==> src/rtl/oled_power_seq.sv <==
// OLED panel power sequencer: walks a fixed step table (pin, delay, SPI command)
// to bring the panel up to ON and back down to OFF.
module oled_power_seq #(
    parameter logic [11:0] T_VDD_MS  = 12'd1,
    parameter logic [11:0] T_RES_MS  = 12'd1,
    parameter logic [11:0] T_VBAT_MS = 12'd100
) (
    input  logic        clk,
    input  logic        rst,
    input  logic        power_on_req,
    input  logic        power_off_req,
    output logic        delay_start,
    output logic [11:0] delay_time_ms,
    input  logic        delay_done,
    output logic        spi_start,
    output logic [7:0]  spi_data,
    input  logic        spi_done,
    output logic        vdd_n,
    output logic        vbat_n,
    output logic        res_n,
    output logic        dc,
    output logic        ready
);

    localparam int unsigned STEP_W = 5;
    localparam int unsigned ARG_W  = 12;

    // Step kinds
    localparam logic [2:0] K_PIN     = 3'd0;
    localparam logic [2:0] K_DLY     = 3'd1;
    localparam logic [2:0] K_SPI     = 3'd2;
    localparam logic [2:0] K_END_ON  = 3'd3;
    localparam logic [2:0] K_END_OFF = 3'd4;

    // PIN step argument: bit 2 = new level, bits 1:0 = pin select
    localparam logic [1:0] PIN_VDD  = 2'd0;
    localparam logic [1:0] PIN_RES  = 2'd1;
    localparam logic [1:0] PIN_VBAT = 2'd2;

    // First step of the power-down table
    localparam logic [STEP_W-1:0] STEP_DOWN = STEP_W'(19);

    typedef enum logic [2:0] {
        S_OFF,
        S_FETCH,
        S_DLY_REQ,
        S_DLY_WAIT,
        S_SPI_REQ,
        S_SPI_WAIT,
        S_ON
    } state_t;

    state_t              r_state;
    state_t              w_state_nxt;
    logic [STEP_W-1:0]   r_step;
    logic [STEP_W-1:0]   w_step_nxt;
    logic                r_pend_off;
    logic                w_pend_off_nxt;
    logic                r_wait_first;

    logic [2:0]          w_kind;
    logic [ARG_W-1:0]    w_arg;

    logic                r_delay_start;
    logic [11:0]         r_delay_time_ms;
    logic                r_spi_start;
    logic [7:0]          r_spi_data;
    logic                r_vdd_n;
    logic                r_vbat_n;
    logic                r_res_n;
    logic                r_ready;

    logic                w_delay_start_nxt;
    logic [11:0]         w_delay_time_ms_nxt;
    logic                w_spi_start_nxt;
    logic [7:0]          w_spi_data_nxt;
    logic                w_vdd_n_nxt;
    logic                w_vbat_n_nxt;
    logic                w_res_n_nxt;
    logic                w_ready_nxt;

    // Step table decode: power-up occupies steps 0..18, power-down 19..23
    always_comb begin
        w_kind = K_END_OFF;
        w_arg  = '0;
        case (r_step)
            5'd0:  begin w_kind = K_PIN;    w_arg = {9'd0, 1'b0, PIN_VDD};  end
            5'd1:  begin w_kind = K_DLY;    w_arg = T_VDD_MS;               end
            5'd2:  begin w_kind = K_SPI;    w_arg = 12'h0AE;                end
            5'd3:  begin w_kind = K_PIN;    w_arg = {9'd0, 1'b0, PIN_RES};  end
            5'd4:  begin w_kind = K_DLY;    w_arg = T_RES_MS;               end
            5'd5:  begin w_kind = K_PIN;    w_arg = {9'd0, 1'b1, PIN_RES};  end
            5'd6:  begin w_kind = K_DLY;    w_arg = T_RES_MS;               end
            5'd7:  begin w_kind = K_SPI;    w_arg = 12'h08D;                end
            5'd8:  begin w_kind = K_SPI;    w_arg = 12'h014;                end
            5'd9:  begin w_kind = K_SPI;    w_arg = 12'h0D9;                end
            5'd10: begin w_kind = K_SPI;    w_arg = 12'h0F1;                end
            5'd11: begin w_kind = K_PIN;    w_arg = {9'd0, 1'b0, PIN_VBAT}; end
            5'd12: begin w_kind = K_DLY;    w_arg = T_VBAT_MS;              end
            5'd13: begin w_kind = K_SPI;    w_arg = 12'h0A1;                end
            5'd14: begin w_kind = K_SPI;    w_arg = 12'h0C8;                end
            5'd15: begin w_kind = K_SPI;    w_arg = 12'h0DA;                end
            5'd16: begin w_kind = K_SPI;    w_arg = 12'h020;                end
            5'd17: begin w_kind = K_SPI;    w_arg = 12'h0AF;                end
            5'd18: begin w_kind = K_END_ON;                                 end
            5'd19: begin w_kind = K_SPI;    w_arg = 12'h0AE;                end
            5'd20: begin w_kind = K_PIN;    w_arg = {9'd0, 1'b1, PIN_VBAT}; end
            5'd21: begin w_kind = K_DLY;    w_arg = T_VBAT_MS;              end
            5'd22: begin w_kind = K_PIN;    w_arg = {9'd0, 1'b1, PIN_VDD};  end
            default: begin w_kind = K_END_OFF;                              end
        endcase
    end

    // State register, step pointer, pending-off flag and first-wait-cycle marker
    always_ff @(posedge clk or posedge rst) begin
        if (rst) begin
            r_state      <= S_OFF;
            r_step       <= '0;
            r_pend_off   <= 1'b0;
            r_wait_first <= 1'b0;
        end else begin
            r_state      <= w_state_nxt;
            r_step       <= w_step_nxt;
            r_pend_off   <= w_pend_off_nxt;
            r_wait_first <= (r_state == S_DLY_REQ) || (r_state == S_SPI_REQ);
        end
    end

    // Next-state logic: table walk, handshakes and on/off request handling
    always_comb begin
        w_state_nxt    = r_state;
        w_step_nxt     = r_step;
        w_pend_off_nxt = r_pend_off;

        // Off request during power-up is remembered until ON is reached
        if (power_off_req && (r_state != S_OFF) && (r_state != S_ON) && (r_step < STEP_DOWN))
            w_pend_off_nxt = 1'b1;

        case (r_state)
            S_OFF: begin
                if (power_on_req) begin
                    w_state_nxt    = S_FETCH;
                    w_step_nxt     = '0;
                    w_pend_off_nxt = power_off_req;
                end
            end
            S_FETCH: begin
                case (w_kind)
                    K_PIN:    w_step_nxt = r_step + STEP_W'(1);
                    K_DLY:    if (delay_done) w_state_nxt = S_DLY_REQ;
                    K_SPI:    if (spi_done)   w_state_nxt = S_SPI_REQ;
                    K_END_ON: w_state_nxt = S_ON;
                    default: begin
                        w_state_nxt = S_OFF;
                        w_step_nxt  = '0;
                    end
                endcase
            end
            S_DLY_REQ: w_state_nxt = S_DLY_WAIT;
            S_DLY_WAIT: begin
                if (!r_wait_first && delay_done) begin
                    w_state_nxt = S_FETCH;
                    w_step_nxt  = r_step + STEP_W'(1);
                end
            end
            S_SPI_REQ: w_state_nxt = S_SPI_WAIT;
            S_SPI_WAIT: begin
                if (!r_wait_first && spi_done) begin
                    w_state_nxt = S_FETCH;
                    w_step_nxt  = r_step + STEP_W'(1);
                end
            end
            S_ON: begin
                if (r_pend_off || power_off_req) begin
                    w_state_nxt    = S_FETCH;
                    w_step_nxt     = STEP_DOWN;
                    w_pend_off_nxt = 1'b0;
                end
            end
            default: begin
                w_state_nxt = S_OFF;
                w_step_nxt  = '0;
            end
        endcase
    end

    // Output logic: next values of the registered outputs
    always_comb begin
        w_delay_start_nxt   = 1'b0;
        w_delay_time_ms_nxt = r_delay_time_ms;
        w_spi_start_nxt     = 1'b0;
        w_spi_data_nxt      = r_spi_data;
        w_vdd_n_nxt         = r_vdd_n;
        w_vbat_n_nxt        = r_vbat_n;
        w_res_n_nxt         = r_res_n;
        w_ready_nxt         = (w_state_nxt == S_ON);

        if ((r_state == S_FETCH) && (w_state_nxt == S_DLY_REQ)) begin
            w_delay_start_nxt   = 1'b1;
            w_delay_time_ms_nxt = w_arg;
        end
        if ((r_state == S_FETCH) && (w_state_nxt == S_SPI_REQ)) begin
            w_spi_start_nxt = 1'b1;
            w_spi_data_nxt  = w_arg[7:0];
        end
        if ((r_state == S_FETCH) && (w_kind == K_PIN)) begin
            case (w_arg[1:0])
                PIN_VDD:  w_vdd_n_nxt  = w_arg[2];
                PIN_RES:  w_res_n_nxt  = w_arg[2];
                PIN_VBAT: w_vbat_n_nxt = w_arg[2];
                default:  ;
            endcase
        end
    end

    // Output registers
    always_ff @(posedge clk or posedge rst) begin
        if (rst) begin
            r_delay_start   <= 1'b0;
            r_delay_time_ms <= '0;
            r_spi_start     <= 1'b0;
            r_spi_data      <= '0;
            r_vdd_n         <= 1'b1;
            r_vbat_n        <= 1'b1;
            r_res_n         <= 1'b1;
            r_ready         <= 1'b0;
        end else begin
            r_delay_start   <= w_delay_start_nxt;
            r_delay_time_ms <= w_delay_time_ms_nxt;
            r_spi_start     <= w_spi_start_nxt;
            r_spi_data      <= w_spi_data_nxt;
            r_vdd_n         <= w_vdd_n_nxt;
            r_vbat_n        <= w_vbat_n_nxt;
            r_res_n         <= w_res_n_nxt;
            r_ready         <= w_ready_nxt;
        end
    end

    assign delay_start   = r_delay_start;
    assign delay_time_ms = r_delay_time_ms;
    assign spi_start     = r_spi_start;
    assign spi_data      = r_spi_data;
    assign vdd_n         = r_vdd_n;
    assign vbat_n        = r_vbat_n;
    assign res_n         = r_res_n;
    assign ready         = r_ready;
    // All transfers are commands, so D/C stays low
    assign dc            = 1'b0;

endmodule

==> config.mk <==
export PLATFORM = sky130hd
export DESIGN_NAME = oled_power_seq
export DESIGN_NICKNAME = d
export VERILOG_FILES = /design/src/rtl/oled_power_seq.sv
export SDC_FILE = /design/constraint.sdc
export NUM_CORES = 1
export LEC_CHECK = 0
export BUFFER_PORTS_ARGS = -buffer_cell sky130_fd_sc_hd__buf_4
export CORE_MARGIN = 2
export CORE_UTILIZATION = 50
export CTS_CLUSTER_SIZE = 16
export DETAILED_ROUTE_END_ITERATION = 6
export MAX_ROUTING_LAYER = met4
export PLACE_DENSITY = 0.79
export SLEW_MARGIN = 0
export SYNTH_ARGS = -nofsm -noshare
export SYNTH_HDL_FRONTEND = slang
export SYNTH_SLANG_ARGS = --single-unit
==> constraint.sdc <==
create_clock -name clk -period 3.3 [get_ports clk]
set_clock_uncertainty 0.05 [all_clocks]
set_input_delay 0.165 -clock clk [delete_from_list [all_inputs] [get_ports clk]]
set_output_delay 0.165 -clock clk [all_outputs]
set_load 0.02 [all_outputs]
==> flow_metrics.tcl <==
set metrics [dict create \
    synth.area.top_cells "dfrtp_1 35%, nor2_1 4.1%, dfstp_2 3.8%, mux2_2 3.8%, ha_1 3.0%" \
    fp.dieW_microns 68.6 \
    hp-class "in2reg" \
    vias 1814 \
    core_area_sq_um 4000 \
    portBuffers 27 \
    worstSkewPairLatency_ns 0.28 \
    ctsResizeCount 0 \
    post_cts_buffers 0 \
    grt_max_degree 33 \
    grt_pass1_vias 1612 \
    initial_core_util_pct 52.2 \
    outcome "finished, final reports clean" \
    timing.slew.headroom_pct 43.9 \
    critPathKind "reg2reg" \
    drv_cap 0 \
    netlist.area_leader.share_pct 34.8 \
    hold_ws_ns 0.0586 \
    rsz0062_at_grt "false" \
    design_area_sq_um 2390 \
    num_rows 23 \
    yosys_warnings 0 \
    ir_drop_uv 488 \
    clkTransAtPathRegs_ns 0.06 \
    cts_tree "yes" \
    worst_ep_arrival_time_ns 3.09 \
    synthFlopType "dfrtp_1" \
    wl_per_cell_microns 15.3 \
    hpwl_microns 3410 \
    synth_edf_count 0 \
    cts_buffers 5 \
    syn_area_per_cell_sq_um 9.16 \
    grt.overflow.total 0 \
    antenna_cells 0 \
    setup_slack_ns 0.331 \
    synth.largest_area_cell "dfrtp_1" \
    crit_path_end_kind "flop" \
    r2r_start "r_step[0]" \
    hp-start "power_off_req" \
    crit_path_max_fanout 8 \
    reg2reg_slack_ns 0.33 \
    required_ns 3.42 \
    drv_slew 0 \
    fmax_mhz 337 \
    finalCriticalPeriod_ns 2.97 \
    setup-violations-final 0 \
    place.gp.congestion 0.950 \
    dr.pass1.iters 4 \
    pre_cts_ws_ns 0.374 \
    vias_per_cell 5.97 \
    antenna_found_initial 0 \
    ys_seq_area_share_pct 38.5 \
    grt_first_pass_wirelength_microns 7580 \
    synth_cell_types 58 \
    tightest_slew_ns 0.834 \
    die_h_microns 68.6 \
    drive_gt1_share_pct 20.9 \
    ys_seq_elements 32 \
    p_per_area_nw_per_um2 939 \
    wl_microns 4640 \
    final_hold_viol_count 0 \
    cellLeakagePower_uw 0.00106 \
    drc_errors 0 \
    place_area_sq_um 2280 \
    htreeDepth 2 \
    syn_area_sq_um 2090 \
    netlist_instances 228 \
    die_area_sq_um 4710 \
    cts_buffer_depth 2 \
    holdBufCountCts 1 \
    syn_to_final_growth_pct 14.4 \
    finalCritPeriodShare_pct 90.0 \
    grt_usage_pct 22.0 \
    synthArstFlopShare_pct 100 \
    cp-startpoint "r_step[0]" \
    tns_ns 0 \
    final_nets 264 \
    clock_tree.root_cell "clkbuf_8" \
    cts_sinks 32 \
    ant_nets 0 \
    io_pins 33 \
    drt_iter0_drc 186 \
    startpoint_type "flop" \
]
## state kept, by name, indices dropped and copies added, names as in the netlist
name and cells:
r_step 5, r_pend_off 1, spi_start 1, vdd_n 1, ready 1, r_wait_first 1
vbat_n 1, r_state 3, res_n 1, spi_data 8, delay_time_ms 8, delay_start 1
## worst paths after layout
path	endpoint	depth (start not counted)
hold / removal	r_pend_off	3
hold reg to reg	delay_time_ms[5]	1
max in group asynchronous	vbat_n	4
setup reg to reg	r_step[1]	7
min in group asynchronous	delay_time_ms[3]	4
setup / recovery	r_step[1]	7
## report_power, final
| part | total (uW) | leakage (uW) | internal (uW) | switching [uW] |
|---|---|---|---|---|
| clock network | 312 | 0.0000445 | 169 | 142 |
| registers | 678 | 0.000404 | 541 | 137 |
| logic | 1250 | 0.000611 | 522 | 730 |
| total | 2240 | 0.00106 | 1230 | 1010 |
## synthesized netlist by cell type, types with 5 or more instances
library cell,count
a21oi_1,7
a31oi_1,6
buf_2,7
buf_4,5
dfrtp_1,29
ha_1,5
inv_1,11
mux2_2,7
mux2i_1,6
nand2_1,15
nand2b_1,7
nor2_1,23
nor2b_1,5
nor3_1,6
o21a_1,5
o21ai_0,12
## critical path, cell delays in order, from the launching register on
cell and delay [ns]:
dfrtp_1 0.43, ha_1 0.32, and3_1 0.18, ha_1 0.23
nor3_1 0.71, a31oi_1 0.24, nor2_1 0.33, mux2_2 0.37
## layout by cell type (no fill, tap or decap), types with 5 or more instances in the layout
cell type | netlist | layout
mux2_2 | 7 | 7
conb_1 | 1 | 5
clkbuf_8 | 0 | 6
a21oi_1 | 7 | 7
o21ai_0 | 12 | 12
nand2_1 | 15 | 15
ha_1 | 5 | 5
o21a_1 | 5 | 5
nor2_1 | 23 | 23
dfrtp_1 | 29 | 29
nor3_1 | 6 | 6
nand2b_1 | 7 | 7
inv_1 | 11 | 11
buf_4 | 5 | 30
mux2i_1 | 6 | 6
a31oi_1 | 6 | 6
nor2b_1 | 5 | 5
## area by class of cell
cell class	count	area, sq um
Inverter	11	41.3
Sequential cell	32	805
Clock inverter	1	7.51
Timing Repair Buffer	31	235
Fill cell	339	1610
Multi-Input combinational cell	172	1150
Tap cell	50	62.6
Clock buffer	7	86.3
## stage by stage
stage               total power, uW  util (%)  cells
floorplan                      1580         -    232
global placement               1910      57.1    295
detailed placement             1920      57.1    295
CTS                            2240      59.7    304
global route                   2400      59.7    304
finish                         2240      59.7    304
## cell families after synthesis
kind of cell	count (synthesis)	synth area share (%)
xor+xnor	1	0.419
simple gates	79	20.1
buf+inv	28	7.07
other cells	1	0.180
fa+ha+maj	5	3.00
flops	32	38.5
compound gates	68	23.5
mux	14	7.19
## routing by layer
layer	part of all wire, %	vias up	track usage, %
met3	5.7	6	4.06
met1	46	873	30.9
met5	0	-	-
li1	-	876	-
met2	47	59	31.5
met4	1.5	0	8.50
No activity file was read; power rests on OpenSTA's default activity.
